$ cat src/rtl/bmw_pkg.sv
// Shared constants and state encoding for the BMW-256 host I/O responder.
package bmw_pkg;

  localparam int unsigned BMW_IOW     = 16;
  localparam int unsigned BMW_BLKW    = 512;
  localparam int unsigned BMW_DIGW    = 256;
  localparam int unsigned BMW_LDWORDS = BMW_BLKW / BMW_IOW;
  localparam int unsigned BMW_FTWORDS = BMW_DIGW / BMW_IOW;

  typedef enum logic [0:0] {
    BMW_IO_FILL = 1'b0,
    BMW_IO_SEND = 1'b1
  } bmw_io_state_e;

endpackage

$ cat src/rtl/bmw_io_slave_if.sv
// Host word port plus core block/digest port of the BMW-256 I/O responder.
interface bmw_io_slave_if
  import bmw_pkg::*;
#(
  parameter int unsigned IOW  = BMW_IOW,
  parameter int unsigned BLKW = BMW_BLKW,
  parameter int unsigned DIGW = BMW_DIGW
);

  logic            init;
  logic            load;
  logic            fetch;
  logic [IOW-1:0]  idata;
  logic            ack;
  logic [IOW-1:0]  odata;
  logic            core_init;
  logic [BLKW-1:0] blk_data;
  logic            blk_valid;
  logic            blk_ready;
  logic            dig_valid;
  logic [DIGW-1:0] dig_data;

  modport slave (
    input  init, load, fetch, idata, blk_ready, dig_valid, dig_data,
    output ack, odata, core_init, blk_data, blk_valid
  );

  modport master (
    output init, load, fetch, idata, blk_ready, dig_valid, dig_data,
    input  ack, odata, core_init, blk_data, blk_valid
  );

endinterface

$ cat src/rtl/bmw_io_unpack.sv
// Digest word selector: picks fetch word i_sel, word 0 being the top slice.
module bmw_io_unpack
  import bmw_pkg::*;
#(
  parameter int unsigned IOW  = BMW_IOW,
  parameter int unsigned DIGW = BMW_DIGW
) (
  input  logic [DIGW-1:0]                 i_dig_data,
  input  logic [$clog2(DIGW/IOW)-1:0]     i_sel,
  output logic [IOW-1:0]                  o_word
);

  localparam int unsigned Words = DIGW / IOW;

  logic [IOW-1:0] w_words [Words];

  for (genvar g = 0; g < Words; g++) begin : g_word
    assign w_words[g] = i_dig_data[DIGW-1-g*IOW -: IOW];
  end

  // Plain mux on the fetch counter.
  always_comb begin
    o_word = w_words[i_sel];
  end

endmodule

$ cat src/rtl/bmw_io_slave.sv
// Responder end of the 16-bit init/load/fetch/ack host protocol for BMW-256.
// Packs 32 loaded words into a 512-bit block and serves the digest as 16 words.
// Optional macro BMW_IO_ERR_EN adds the err output (protocol violation pulse).
module bmw_io_slave
  import bmw_pkg::*;
#(
  parameter int unsigned IOW  = BMW_IOW,
  parameter int unsigned BLKW = BMW_BLKW,
  parameter int unsigned DIGW = BMW_DIGW
) (
  input  logic          clk,
  input  logic          rst,
  bmw_io_slave_if.slave bus
`ifdef BMW_IO_ERR_EN
  ,
  output logic          err
`endif
);

  localparam int unsigned LdWords = BLKW / IOW;
  localparam int unsigned FtWords = DIGW / IOW;
  localparam int unsigned WcntW   = $clog2(LdWords);
  localparam int unsigned FcntW   = $clog2(FtWords);

  bmw_io_state_e    r_state, w_state_nxt;
  logic [WcntW-1:0] r_wcnt, w_wcnt_nxt;
  logic [FcntW-1:0] r_fcnt, w_fcnt_nxt;
  logic             r_ack, w_ack_nxt;
  logic [IOW-1:0]   r_odata, w_odata_nxt;
  logic [BLKW-1:0]  r_blk, w_blk_nxt;
  logic             r_blk_valid, w_blk_valid_nxt;
  logic             r_core_init, w_core_init_nxt;
  logic             w_load_cap;
  logic             w_fetch_cap;
  logic [IOW-1:0]   w_dig_word;

  bmw_io_unpack #(
    .IOW  (IOW),
    .DIGW (DIGW)
  ) u_unpack (
    .i_dig_data (bus.dig_data),
    .i_sel      (r_fcnt),
    .o_word     (w_dig_word)
  );

  // Next state: init beats load, load beats fetch; ack high blocks any capture.
  always_comb begin
    w_state_nxt     = r_state;
    w_wcnt_nxt      = r_wcnt;
    w_fcnt_nxt      = r_fcnt;
    w_ack_nxt       = 1'b0;
    w_odata_nxt     = r_odata;
    w_blk_nxt       = r_blk;
    w_blk_valid_nxt = r_blk_valid;
    w_core_init_nxt = 1'b0;
    w_load_cap      = (r_state == BMW_IO_FILL) && bus.load && !r_ack;
    w_fetch_cap     = (r_state == BMW_IO_FILL) && bus.fetch && !bus.load && !r_ack &&
                      bus.dig_valid;

    if (bus.init) begin
      // Aborts any pending block.
      w_core_init_nxt = 1'b1;
      w_wcnt_nxt      = '0;
      w_fcnt_nxt      = '0;
      w_state_nxt     = BMW_IO_FILL;
      w_blk_valid_nxt = 1'b0;
    end else if (w_load_cap) begin
      for (int unsigned i = 0; i < LdWords; i++) begin
        if (r_wcnt == WcntW'(i)) begin
          w_blk_nxt[(LdWords-1-i)*IOW +: IOW] = bus.idata;
        end
      end
      w_wcnt_nxt = r_wcnt + 1'b1;
      w_fcnt_nxt = '0;
      w_ack_nxt  = 1'b1;
      if (r_wcnt == WcntW'(LdWords - 1)) begin
        w_state_nxt     = BMW_IO_SEND;
        w_blk_valid_nxt = 1'b1;
      end
    end else if (w_fetch_cap) begin
      w_odata_nxt = w_dig_word;
      w_fcnt_nxt  = r_fcnt + 1'b1;
      w_ack_nxt   = 1'b1;
    end else if ((r_state == BMW_IO_SEND) && r_blk_valid && bus.blk_ready) begin
      w_state_nxt     = BMW_IO_FILL;
      w_blk_valid_nxt = 1'b0;
    end
  end

  // State and output registers with synchronous reset.
  always_ff @(posedge clk) begin
    if (rst) begin
      r_state     <= BMW_IO_FILL;
      r_wcnt      <= '0;
      r_fcnt      <= '0;
      r_ack       <= 1'b0;
      r_odata     <= '0;
      r_blk       <= '0;
      r_blk_valid <= 1'b0;
      r_core_init <= 1'b0;
    end else begin
      r_state     <= w_state_nxt;
      r_wcnt      <= w_wcnt_nxt;
      r_fcnt      <= w_fcnt_nxt;
      r_ack       <= w_ack_nxt;
      r_odata     <= w_odata_nxt;
      r_blk       <= w_blk_nxt;
      r_blk_valid <= w_blk_valid_nxt;
      r_core_init <= w_core_init_nxt;
    end
  end

  assign bus.ack       = r_ack;
  assign bus.odata     = r_odata;
  assign bus.blk_data  = r_blk;
  assign bus.blk_valid = r_blk_valid;
  assign bus.core_init = r_core_init;

`ifdef BMW_IO_ERR_EN
  logic r_err, w_err_nxt;

  // Misuse detection only; it never changes what gets captured.
  always_comb begin
    w_err_nxt = (bus.load && bus.fetch) ||
                (bus.init && (r_state == BMW_IO_SEND)) ||
                (bus.fetch && (r_wcnt != '0));
  end

  // One-cycle error pulse register.
  always_ff @(posedge clk) begin
    if (rst) begin
      r_err <= 1'b0;
    end else begin
      r_err <= w_err_nxt;
    end
  end

  assign err = r_err;
`endif

endmodule
$ cat src/flat_wrapper.sv
// flat-port wrapper written by rule: the top's interface ports become plain ports
module bmw_io_slave_flat import bmw_pkg::*;
#(
  parameter int unsigned IOW  = BMW_IOW,
  parameter int unsigned BLKW = BMW_BLKW,
  parameter int unsigned DIGW = BMW_DIGW
)
  (clk, rst, bus_init, bus_load, bus_fetch, bus_idata, bus_blk_ready, bus_dig_valid, bus_dig_data, bus_ack, bus_odata, bus_core_init, bus_blk_data, bus_blk_valid);
  bmw_io_slave_if #(.IOW(IOW), .BLKW(BLKW), .DIGW(DIGW)) bus_i ();
  input  logic clk;
  input  logic rst;
  input wire logic [$bits(bus_i.init)-1:0] bus_init;
  input wire logic [$bits(bus_i.load)-1:0] bus_load;
  input wire logic [$bits(bus_i.fetch)-1:0] bus_fetch;
  input wire logic [$bits(bus_i.idata)-1:0] bus_idata;
  input wire logic [$bits(bus_i.blk_ready)-1:0] bus_blk_ready;
  input wire logic [$bits(bus_i.dig_valid)-1:0] bus_dig_valid;
  input wire logic [$bits(bus_i.dig_data)-1:0] bus_dig_data;
  output wire logic [$bits(bus_i.ack)-1:0] bus_ack;
  output wire logic [$bits(bus_i.odata)-1:0] bus_odata;
  output wire logic [$bits(bus_i.core_init)-1:0] bus_core_init;
  output wire logic [$bits(bus_i.blk_data)-1:0] bus_blk_data;
  output wire logic [$bits(bus_i.blk_valid)-1:0] bus_blk_valid;
  assign bus_i.init = bus_init;
  assign bus_i.load = bus_load;
  assign bus_i.fetch = bus_fetch;
  assign bus_i.idata = bus_idata;
  assign bus_i.blk_ready = bus_blk_ready;
  assign bus_i.dig_valid = bus_dig_valid;
  assign bus_i.dig_data = bus_dig_data;
  assign bus_ack = bus_i.ack;
  assign bus_odata = bus_i.odata;
  assign bus_core_init = bus_i.core_init;
  assign bus_blk_data = bus_i.blk_data;
  assign bus_blk_valid = bus_i.blk_valid;
  bmw_io_slave #(.IOW(IOW), .BLKW(BLKW), .DIGW(DIGW)) u_core (.clk(clk), .rst(rst), .bus(bus_i));
endmodule
$ cat config.mk
export PLATFORM = sky130hd
export DESIGN_NAME = bmw_io_slave_flat
export DESIGN_NICKNAME = d
export VERILOG_FILES = /design/src/rtl/bmw_pkg.sv /design/src/rtl/bmw_io_slave_if.sv /design/src/rtl/bmw_io_unpack.sv /design/src/rtl/bmw_io_slave.sv /design/src/flat_wrapper.sv
export SDC_FILE = /design/constraint.sdc
export NUM_CORES = 1
export LEC_CHECK = 0
export BUFFER_PORTS_ARGS = -buffer_cell sky130_fd_sc_hd__buf_2
export CAP_MARGIN = 10
export CORE_AREA = 2 2 311 313
export DETAILED_ROUTE_END_ITERATION = 7
export DIE_AREA = 0 0 313 315
export GPL_TIMING_DRIVEN = 0
export PLACE_DENSITY_LB_ADDON = 0.1
export SYNTH_ARGS = -nofsm -noshare
export SYNTH_HDL_FRONTEND = slang
export SYNTH_SLANG_ARGS = --single-unit
export TNS_END_PERCENT = 50
$ cat constraint.sdc
create_clock -name clk -period 2.9 [get_ports clk]
set_clock_uncertainty 0.1 [all_clocks]
set_input_delay 0.58 -clock clk [delete_from_list [all_inputs] [get_ports clk]]
set_output_delay 0.58 -clock clk [all_outputs]
set_load 0.01 [all_outputs]
== Word-level counts from Yosys, hierarchy flattened ==
Cells that the tools add are included.
Widths: inputs -> output; s select.

* Register bits: 540

* $add $sub $neg: 2
* $lt $le $gt $ge: 1
* Equal/unequal tests: 33
* Mux-type cells: 10
* Bitwise logic cells: 4
* Reduce and logical (&&, ||, !) cells: 47

{| class="wikitable"
|+ Operators with widths
! operator !! number
|-
| $reduce_and 3->1 || 34
|-
| $eq 5x5->1 const B || 16
|-
| $bmux 16 s4 || 1
|-
| $eq 5x4->1 const B || 8
|-
| $mux 16 || 2
|-
| $eq 5x3->1 const B || 4
|-
| $eq 5x2->1 const B || 2
|-
| $logic_and 1x1->1 || 7
|-
| $mux 1 || 7
|-
| $add 5x1->5 const B || 1
|-
| $eq 5x1->1 const B || 1
|-
| $ge 5x5->1 const B || 1
|-
| $logic_not 5->1 || 1
|-
| $not 4->5 || 1
|-
| $add 4x1->4 const B || 1
|-
| $not 1->1 || 3
|-
| $reduce_or 3->1 || 1
|-
| $logic_not 1->1 || 2
|-
| $ne 2x1->1 const B || 1
|-
| $ne 2x2->1 const B || 1
|-
| $reduce_bool 2->1 || 1
|-
| $reduce_or 2->1 || 1
|}

== Logic depth before layout (Yosys ltp) ==
Gate-level depths: netlist of run 1.

* Depth after elaboration: 7
* Mapped depth: 9
* Mapped depth without buffers: 6

== Cells and area by module ==
Synthesis of run 1 repeated with hierarchy kept, for this count alone.

* Cells, all modules: 2028
* Area, all modules: 23247.3 um^2

{| class="wikitable"
|+ Modules (own cells, without submodules)
! module !! times used !! cells each !! area each (um^2)
|-
| bmw_io_slave || 1 || 1891 || 21314.2
|-
| bmw_io_unpack || 1 || 137 || 1933.1
|}

== Worst setup path before layout of run 1 ==
No wires, ideal clock.

* Path type: register to register
* Start point: reg u_core.r_wcnt[0]
* End point: reg u_core.r_blk[0], in the netlist u_core.bus.blk_data[0]
* Arrival: 1967 ps
* Slack: 705 ps
* Cell stages (with the launch flop): 10
* Period minus slack after synthesis: 2195 ps
* Path through: dfxtp_1 > ha_1 > clkbuf_1 > and3_1 > ha_1 > and3_1 > buf_2 > buf_4 > mux2i_1 > nor2_1

* Cells in the longest elaborated chain, start to end: 2

{| class="wikitable"
|+ RTL lines
! element !! RTL line !! source
|-
| start: declaration || bmw_io_slave.sv:26 || <nowiki>logic [WcntW-1:0] r_wcnt, w_wcnt_nxt;</nowiki>
|-
| start signal: assignment || bmw_io_slave.sv:103 || <nowiki>r_wcnt <= w_wcnt_nxt;</nowiki>
|-
| $eq 5x5->1 || bmw_io_slave.sv:69 || <nowiki>if (r_wcnt == WcntW'(i)) begin</nowiki>
|-
| $reduce_and 3->1 (no source line) || n/a ||
|-
| end signal: assignment || bmw_io_slave.sv:107 || <nowiki>r_blk <= w_blk_nxt;</nowiki>
|-
| end: declaration || bmw_io_slave.sv:30 || <nowiki>logic [BLKW-1:0] r_blk, w_blk_nxt;</nowiki>
|}

Every way passes these cells.
A chain may end at the register's enable or synchronous reset.

== Worst setup path after layout of run 1 ==
* Start point: reg u_core.r_wcnt[0]
* End point: reg u_core.r_blk[377], in the netlist u_core.bus.blk_data[377]

* Cells in the longest elaborated chain, start to end: 2

{| class="wikitable"
|+ RTL lines
! element !! RTL line
|-
| $eq 5x4->1 || bmw_io_slave.sv:69
|-
| $reduce_and 3->1 (no source line) || n/a
|}

Every way passes these cells.

==> flow_summary.ini, run 1 <==
[cells_and_area]
postLayoutCellArea_sq_um = 29300
regArea_sq_um = 10800
final_cells = 4192
fillers = 10135
fin_nets = 3145
area_delta_synth_final_pct = 36.7
multi_input_area_sq_um = 9820
layout-drive-gt1-share_pct = 37.1

[grt]
track_usage_pct = 21.3
grt_pass1_wl_mm = 148
grt_pass1_vias = 18714
grt_max_degree = 12
antenna_found_initial = 28
grt_overflow = 0

[power]
leakagePower_nw = 16.4
finalPower_mw = 16.8
power_density_nw_per_um2 = 572
irDropWorstVdd_uv = 336

[clock_tree]
cts-root-buf = clkbuf_16
cts_made_buffers = 68
cts_tree = yes
clock_sinks = 540
cts_resized = 1
clk_path_buf_depth = 3
cts.hold.buffers_added = 0
post_cts_buffers = 0
clk_latency_ns = 0.63
htree_levels = 3
clk_pin_slew_ns = 0.06

[timing]
slew_viol_final = 0
worstMarginPinSlew_ns = 1.26
fmax_mhz = 363
rsz0062_at_grt = true
timing.hold.ws_ns = 0.187
min_period_ns = 2.76
setup-violations-final = 0
hold_violations = 0
fin_setup_tns_ns = 0
fin_crit_sh_pct = 95.0
slew_headroom_pct = 15.8

[synthesis]
synth-main-ff-cell = dfxtp_1
syn_nets = 2267
yosysUniqueCellTypes = 32
synth_edf_count = 0
syn_area_sq_um = 21400
yosys_warnings = 0
syn_area_per_cell_sq_um = 10.8
async_reset_ff_share_pct = 0
seq_area_frac_synth_pct = 50.4
ys_seq_elements = 540
synthCells = 1981

[critical_path]
critPathCapture = u_core.bus.blk_data[377]$_SDFFE_PP0P_
path_max_fanout = 10
reg2reg_slack_ns = 0.14
max_stage_delay_ns = 0.43
timing.critical_path.buf_inv = 4
critPathKind = flip-flop to flip-flop
startpoint_type = flip-flop
regToRegStartpoint = u_core.r_wcnt[0]$_SDFFE_PP0P_
end_kind = flip-flop
critical_path.cell_chain = inv_1 -> ha_1 -> buf_4 -> nor4bb_4 -> buf_1 -> nand3_2 -> buf_2 -> mux2i_1 -> nor2_1
crit_required_ns = 3.29
cp.depth = 9
startpoint = u_core.r_wcnt[0]$_SDFFE_PP0P_
critical-path-top-delay-family = buffers and inverters
arrival_ns = 3.14
r2r-end = u_core.bus.blk_data[377]$_SDFFE_PP0P_
crit_path_top_delay_cell = nor4bb_4
reg2reg_depth = 9

[die]
die_h_microns = 315
io_pins = 810
dieWidth_microns = 313
row_count = 114
core_area_sq_um = 95700
start_util_pct = 22.4
die-area_sq_um = 98600

[job]
max-cap-violations = 0

[worst_hold_path]
min_from = bus_blk_ready
hold_path_class = input port to flip-flop

[detailed_routing]
routed_wl_mm = 109
drt_iter0_markers = 881
drcViolationCount = 0
antenna_left = 0
wl_per_cell_microns = 25.9
dr.pass1.iters = 5
vias = 18455
viasPerCell = 4.40

[place]
dpl.cell_count = 4066
io_buffers = 809
placed_cell_area_sq_um = 27100
hpwl_mm = 83.8
place.gp.congestion = 0.939

[outcome]
status = finished, final reports clean
==> final cells by class <==
| type | count | share of cell area [%] |
|---|---|---|
| sequential | 540 | 36.9 |
| clock buffer | 94 | 6.48 |
| inverter | 6 | 0.0768 |
| timing repair buffer | 809 | 13.8 |
| antenna | 11 | 0.0939 |
| clock inverter | 22 | 0.918 |
| multi-input combinational | 1258 | 33.5 |
| buffer | 176 | 2.79 |
| tap | 1276 | 5.45 |
==> Yosys cell counts (all sizes together) (6+ instances only) <==
cell type  number  area share [%]
nand3           8            0.28
a221o          16            0.75
inv             6            0.11
mux2           16            0.84
ha              7            0.41
a21oi          21            0.49
buf            59             1.8
mux2i         512              24
dfxtp         540              50
clkbuf        118             2.1
nand4          28             1.6
nor2          525             9.2
nand2          39            0.68
mux4           64             6.7
==> cell usage in the layout (no fill, tap or decap), drive strengths merged, types with 21 or more instances in the layout <==
cell / netlist / final
a21oi: 21 / 21
buf: 59 / 868
clkbuf: 118 / 211
dfxtp: 540 / 540
mux2i: 512 / 512
mux4: 64 / 64
nand2: 39 / 39
nand4: 28 / 28
nor2: 525 / 525
==> worst min-delay path, cell delays in order <==
cell and delay (ns):
buf_2 0.09, a2bb2oi_1 0.15, nor2_1 0.05
==> through the flow <==
| stage | util [%] | worst slack, ns |
|---|---|---|
| floorplan | - | 0.705 |
| global placement | 28.3 | -0.348 |
| detailed placement | 28.3 | -0.411 |
| CTS | 30.6 | 0.0312 |
| global route | 30.6 | -0.0433 |
| finish | 30.6 | 0.144 |
==> registers in the layout (all words and copies together) (netlist names) <==
signal                flops
u_core.bus.ack            1
u_core.bus.blk_data     512
u_core.bus.core_init      1
u_core.bus.odata         16
u_core.r_fcnt             4
u_core.r_state            1
u_core.r_wcnt             5
==> cells by family (layout without fill, tap and decap cells) <==
logic type               count (synthesis)  after routing  share of synthesized area (%)
XOR/XNOR                                 5              5                          0.204
multiplexers                           592            592                           31.5
AND/OR/NAND/NOR                        615            615                           12.3
other                                    0             11                              0
buffers and inverters                  183           1107                           3.93
AO/OA/AOI/OAI                           39             39                           1.31
adder cells (fa/ha/maj)                  7              7                          0.408
flip-flops                             540            540                           50.4
==> worst min path at each step <==
stage	end	slack, ns	cells after the start
4_1_cts	u_core.r_state$_SDFFE_PP0P_	0.13	3
3_3_place_gp	u_core.bus.blk_data[264]$_SDFFE_PP0P_	0.34	2
2_1_floorplan	u_core.r_wcnt[0]$_SDFFE_PP0P_	0.38	2
5_1_grt	u_core.r_state$_SDFFE_PP0P_	0.18	3
6_report	u_core.r_state$_SDFFE_PP0P_	0.19	3
3_5_place_dp	u_core.bus.blk_data[265]$_SDFFE_PP0P_	0.35	2
==> routing by layer <==
| metal | vias up | global-route usage (%) | part of all wire, % |
|---|---|---|---|
| met1 | 9066 | 25.3 | 41 |
| met2 | 672 | 37.2 | 49 |
| met5 | - | 0 | 0.054 |
| met4 | 8 | 6.70 | 3.3 |
| li1 | 8540 | - | - |
| met3 | 169 | 6.01 | 6.9 |
==> power by group <==
part           internal [mW]  total, mW  switching, mW
combinational          0.325      0.963          0.638
clock                   4.87       8.33           3.46
sequential              7.44       7.46         0.0159
No activity file was read; power rests on OpenSTA's default activity.
==> run 2, diff against run 1 <==
--- a/config.mk
+++ b/config.mk
@@ -7,11 +7,11 @@
 export LEC_CHECK = 0
 export BUFFER_PORTS_ARGS = -buffer_cell sky130_fd_sc_hd__buf_2
 export CAP_MARGIN = 10
-export CORE_AREA = 2 2 311 313
+export CORE_AREA = 2 2 315 317
 export DETAILED_ROUTE_END_ITERATION = 7
-export DIE_AREA = 0 0 313 315
+export DIE_AREA = 0 0 317 319
 export GPL_TIMING_DRIVEN = 0
-export PLACE_DENSITY_LB_ADDON = 0.1
+export PLACE_DENSITY = 0.51
 export SYNTH_ARGS = -nofsm -noshare
 export SYNTH_HDL_FRONTEND = slang
 export SYNTH_SLANG_ARGS = --single-unit
==> constraint.sdc (replaced) <==
create_clock -name clk -period 2.2 [get_ports clk]
set_clock_uncertainty 0.1 [all_clocks]
set_input_delay 0.44 -clock clk [delete_from_list [all_inputs] [get_ports clk]]
set_output_delay 0.44 -clock clk [all_outputs]
set_load 0.01 [all_outputs]
==> run 2 against run 1 <==
First-iteration DRC count is 29% higher; non-clock buffer count increased by 74; die area rose by 2.6%; global-route usage decreased by 0.51 points; critical path type unchanged; largest power group unchanged.
==> flow_summary.ini, run 2 (same netlist as run 1, synthesis figures left out) <==
[clock_tree]
clock_sinks = 540
cts_tree = yes
clk_path_buf_depth = 3
clk_latency_ns = 0.64
cts_made_buffers = 68
cts-root-buf = clkbuf_16
htree_levels = 3
clk_pin_slew_ns = 0.07

[job]
max-cap-violations = 0

[detailed_routing]
wl_per_cell_microns = 25.8
antenna_left = 0
dr.pass1.iters = 5
drt_iter0_markers = 1137
vias = 18781
viasPerCell = 4.40
drcViolationCount = 0
routed_wl_mm = 110

[outcome]
status = finished, final reports clean

[timing]
setup-violations-final = 0
min_period_ns = 2.15
fin_crit_sh_pct = 97.9
setup_slack_ns = 0.0459
worstMarginPinSlew_ns = 1.28
slew_headroom_pct = 14.4
slew_viol_final = 0
hold_violations = 0
fin_setup_tns_ns = 0
rsz0062_at_grt = true
timing.hold.ws_ns = 0.0812
fmax_mhz = 464

[worst_hold_path]
hold_path_class = input port to flip-flop

[critical_path]
max_stage_delay_ns = 0.36
arrival_ns = 2.56
crit_path_top_delay_cell = dfxtp_2
startpoint_type = flip-flop
end_kind = flip-flop
critical_path.cell_chain = inv_1 -> ha_1 -> buf_6 -> nor4bb_4 -> buf_6 -> buf_4 -> nand3_4 -> buf_6 -> mux2i_1 -> nor2_1
crit_required_ns = 2.61
path_max_fanout = 10
crit_top_cell = buf_6
critPathKind = flip-flop to flip-flop

[grt]
track_usage_pct = 20.8
grt_pass1_vias = 18047
grt_max_degree = 14
grt_overflow = 0
antenna_found_initial = 29
grt_pass1_wl_mm = 146

[cells_and_area]
final_common_cell = buf_2
area_delta_synth_final_pct = 42.8
fin_nets = 3219
layout_common_cells = buf_2, dfxtp_1, nor2_1
layout-drive-gt1-share_pct = 40.0
largest_reg_flops = 512

[die]
die_h_microns = 319
row_count = 115
die-area_sq_um = 101000
core_area_sq_um = 97700
start_util_pct = 21.9
io_pins = 810
dieWidth_microns = 317

[power]
leakagePower_nw = 17.0
irDropWorstVdd_uv = 521
finalPower_mw = 22.8
power_density_nw_per_um2 = 745

[place]
hpwl_mm = 82.5
io_buffers = 809
dp_slack_ns = -1.05
place.gp.congestion = 0.874
## run 2: critical path, delay by kind of cell, from the launching register on
kind	cells	cell delay (ns)
adders and majority gates	1	0.18
buffers and inverters	5	0.76
DFF	1	0.36
muxes	1	0.15
and+or+nand+nor	3	0.46
## run 2: final cells by class
class	instances	area [sq um]
sequential	540	10800
clock buffer	93	1980
clock inverter	23	329
fill	10223	67100
multi-input combinational	1258	10100
buffer	173	1040
antenna	3	7.51
timing repair buffer	886	4680
tap	1287	1610
inverter	6	22.5
## run 2: routing by layer
metal	share of wire, %	vias up	GRT usage (%)
met5	0.049	-	0
met2	48	774	35.3
met4	2.5	8	5.48
met1	41	9156	25.4
li1	-	8687	-
met3	8.3	156	6.31
## run 2: stage by stage
stage          util, %  cell area, sq um  instances
2_1_floorplan        -             21400       1981
3_3_place_gp      27.7             27100       4077
3_5_place_dp      27.7             27100       4077
4_1_cts           30.9             30100       4214
5_1_grt           31.3             30600       4268
6_report          31.3             30600       4269
## run 2: final timing paths
path | from | to | slack [ns] | depth (start not counted)
max | u_core.r_wcnt[0]$_SDFFE_PP0P_ | u_core.bus.blk_data[317]$_SDFFE_PP0P_ | 0.05 | 10
min | bus_blk_ready | u_core.r_state$_SDFFE_PP0P_ | 0.08 | 3
max reg2reg | u_core.r_wcnt[0]$_SDFFE_PP0P_ | u_core.bus.blk_data[317]$_SDFFE_PP0P_ | 0.05 | 10
min reg2reg | u_core.bus.blk_data[263]$_SDFFE_PP0P_ | u_core.bus.blk_data[263]$_SDFFE_PP0P_ | 0.35 | 2
## run 2: timing repair
item                                   4_1_cts  5_1_grt
resized for setup                          115       27
gates cloned                                 1        0
pin swaps                                   14        6
endpoints found under the hold margin        1        0
setup buffers                               23       52
setup endpoints to repair                  496      293
hold buffers                                 1        0
## run 2: report_power, final
group	switching [mW]	leakage (nW)	internal (mW)	total [mW]
combinational	0.931	11.5	0.468	1.40
sequential	0.0209	4.35	9.81	9.83
clock	4.68	1.13	6.91	11.6
total	5.63	17.0	17.2	22.8
==> run 3, diff against run 2 <==
--- a/config.mk
+++ b/config.mk
@@ -5,13 +5,16 @@
 export SDC_FILE = /design/constraint.sdc
 export NUM_CORES = 1
 export LEC_CHECK = 0
+export ABC_AREA = 1
 export BUFFER_PORTS_ARGS = -buffer_cell sky130_fd_sc_hd__buf_2
 export CAP_MARGIN = 10
-export CORE_AREA = 2 2 315 317
+export CORE_AREA = 2 2 316 318
+export CTS_BUF_LIST = sky130_fd_sc_hd__clkbuf_8
+export CTS_CLUSTER_SIZE = 25
 export DETAILED_ROUTE_END_ITERATION = 7
-export DIE_AREA = 0 0 317 319
+export DIE_AREA = 0 0 318 320
 export GPL_TIMING_DRIVEN = 0
-export PLACE_DENSITY = 0.51
+export PLACE_DENSITY = 0.52
 export SYNTH_ARGS = -nofsm -noshare
 export SYNTH_HDL_FRONTEND = slang
 export SYNTH_SLANG_ARGS = --single-unit
==> run 3 against run 2 <==
The flow now finishes with violations (setup timing); clock power fell by 9%; cell count rose by 29%; register-to-register slack got worse by 0.08 ns; via count rose by 38%; sequential share of layout area fell by 0.16 points; clock-buffer cell count rose by 29; sequential cell count did not move; first-iteration DRC count rose by 110%; critical path type unchanged; critical endpoint is now u_core.bus.odata[12]$_SDFFE_PP0P_; largest cell class unchanged.
==> flow_summary.ini, run 3 <==
[outcome]
status = finished, violations left
violations = setup timing

[synthesis]
syn_nets = 3511
synth_most_common_cell = nor2_1
yosysUniqueCellTypes = 31
seq_area_frac_synth_pct = 47.9
netlist_top_cells_count = nor2_1, nand2_1, dfxtp_1, nand3_1, o21ai_0
syn_area_sq_um = 22600
syn_area_per_cell_sq_um = 7.00
synth_edf_count = 0
synth-main-ff-cell = dfxtp_1
synth_area_leader_cell = dfxtp_1
yosys_warnings = 0
synthCells = 3225
yosys-top-cells-area = dfxtp_1, nor2_1, nand2_1, nand3_1, o21ai_0
yosys.area.top_type_share_pct = 47.9
ys_seq_elements = 540
async_reset_ff_share_pct = 0

[timing]
slew_headroom_pct = 15.1
fmax_mhz = 448
hold_violations = 0
slew_viol_final = 0
timing.hold.ws_ns = 0.0447
fin_crit_sh_pct = 101
setup-violations-final = 1
fin_setup_tns_ns = -0.0326
rsz0062_at_grt = true
worstMarginPinSlew_ns = 1.27
min_period_ns = 2.23
setup_slack_ns = -0.0326

[critical_path]
reg2reg_slack_ns = -0.03
path_max_fanout = 10
crit_required_ns = 2.76
regToRegStartpoint = u_core.r_fcnt[1]$_SDFFE_PP0P_
critPathKind = flip-flop to flip-flop
arrival_ns = 2.79
end_kind = flip-flop
reg2reg_depth = 8
startpoint_type = flip-flop
r2r-end = u_core.bus.odata[12]$_SDFFE_PP0P_

[die]
die_h_microns = 320
start_util_pct = 23.0
io_pins = 810
die-area_sq_um = 102000
dieWidth_microns = 318
row_count = 115
core_area_sq_um = 98000

[worst_hold_path]
min_to = u_core.bus.blk_data[79]$_SDFFE_PP0P_
hold_path_class = input port to flip-flop
min_from = bus_idata[15]
worstHoldPathCells = 3

[grt]
grt_pass1_wl_mm = 176
grt_max_degree = 20
antenna_found_initial = 16
track_usage_pct = 23.7
grt_overflow = 0
grt_pass1_vias = 24231

[power]
leakagePower_nw = 15.3
irDropWorstVdd_uv = 512
power_density_nw_per_um2 = 715

[cells_and_area]
final_common_cell = buf_2
final_core_util_pct = 31.4
area_delta_synth_final_pct = 36.2
layout-drive-gt1-share_pct = 27.7
fillers = 10914
layout_common_cells = buf_2, nor2_1, nand2_1
fin_nets = 4438
postLayoutCellArea_sq_um = 30700
largest_reg_flops = 512

[detailed_routing]
drt_iter0_markers = 2395
antenna_left = 0
drcViolationCount = 0
viasPerCell = 4.68
routed_wl_mm = 126
wl_per_cell_microns = 22.9
dr.pass1.iters = 6
vias = 25837

[clock_tree]
clk_pin_slew_ns = 0.07
clk_latency_ns = 0.72
cts-root-buf = clkbuf_8
clk_path_buf_depth = 3
htree_levels = 3
cts_made_buffers = 99
clock_sinks = 540
cts_tree = yes

[job]
max-cap-violations = 0

[place]
placed_cell_area_sq_um = 28300
place.gp.congestion = 0.945
dp_slack_ns = -0.683
io_buffers = 809
hpwl_mm = 96.4
[run 3: cell count changes after synthesis, moves of 16 or more]
| cell | delta |
|---|---|
| a21oi_1 | +180 |
| a221o_1 | -16 |
| buf_1 | +28 |
| buf_2 | +30 |
| inv_1 | +165 |
| mux2_2 | -16 |
| mux2i_1 | -512 |
| mux4_2 | -64 |
| nand2_1 | +570 |
| nand3_1 | +368 |
| nand4_2 | -26 |
| nor2_1 | +161 |
| o21ai_0 | +308 |
| o21ai_1 | +18 |
[run 3: how the worst max path moves through the flow]
stage / from / to / slack [ns] / depth (start not counted)
3_5_place_dp: rst / u_core.bus.blk_data[159]$_SDFFE_PP0P_ / -0.68 / 6
6_report: u_core.r_fcnt[1]$_SDFFE_PP0P_ / u_core.bus.odata[12]$_SDFFE_PP0P_ / -0.03 / 8
2_1_floorplan: u_core.r_wcnt[0]$_SDFFE_PP0P_ / u_core.bus.blk_data[261]$_SDFFE_PP0P_ / 0.31 / 10
4_1_cts: u_core.r_wcnt[0]$_SDFFE_PP0P_ / u_core.bus.blk_data[143]$_SDFFE_PP0P_ / -0.13 / 7
3_3_place_gp: u_core.r_wcnt[0]$_SDFFE_PP0P_ / u_core.bus.blk_data[268]$_SDFFE_PP0P_ / -0.62 / 10
5_1_grt: u_core.r_fcnt[1]$_SDFFE_PP0P_ / u_core.bus.odata[12]$_SDFFE_PP0P_ / -0.07 / 8
[run 3: final cells by class]
class                   instances  area (sq um)  area share [%]
flip-flops and latches        540         10800            35.2
plain buffers                 248          1230            4.01
clock inverters                50           433            1.41
repair buffers                828          4240            13.8
diodes                          7          17.5          0.0570
well taps                    1287          1610            5.24
clock buffers                 122          1680            5.46
inverters                     192           752            2.45
multi-input cells            2243          9970            32.4
[run 3: cells by family (layout without fill, tap and decap cells)]
kind of cell / count (synthesis) / count (layout) / synth area share (%)
DFF: 540 / 540 / 47.9
buffers and inverters: 442 / 1440 / 8.41
adders and majority gates: 7 / 7 / 0.388
other: 0 / 7 / 0
and+or+nand+nor: 1708 / 1708 / 31.6
AOI/OAI and AO/OA: 528 / 528 / 11.7
[run 3: what timing repair did]
action	CTS	global route
endpoints found under the hold margin	3	0
setup endpoints to repair	217	199
hold buffers	3	0
buffers inserted	4	8
gates resized for setup	30	70
pin swaps	2	8
[run 3: power breakdown]
group	internal [mW]	leakage (nW)	switching, mW
Clock	5.91	1.19	4.57
Combinational	0.463	9.72	1.19
Sequential	9.84	4.35	0.0299
[run 3: critical path: stages (launching register included)]
cell and delay [ns]:
dfxtp_1 0.34, inv_1 0.07, clkbuf_1 0.70, nand3_1 0.41
nand3_1 0.17, nand3_1 0.15, nand3_1 0.14, nand2_1 0.05
inv_1 0.04
[run 3: metrics by stage]
step	cells	power, mW
CTS	5502	22.2
global route	5511	22.7
global placement	5321	11.7
detailed placement	5325	11.7
finish	5517	22.0
floorplan	3225	10.8
[run 3: per-layer routing]
metal / vias to the layer above / global-route usage (%) / share of wire (%)
li1: 12188 / - / -
met1: 12323 / 31.7 / 44
met2: 1142 / 38.1 / 45
met3: 176 / 6.02 / 8.3
met4: 8 / 5.90 / 2.4
met5: - / 0 / 0.037
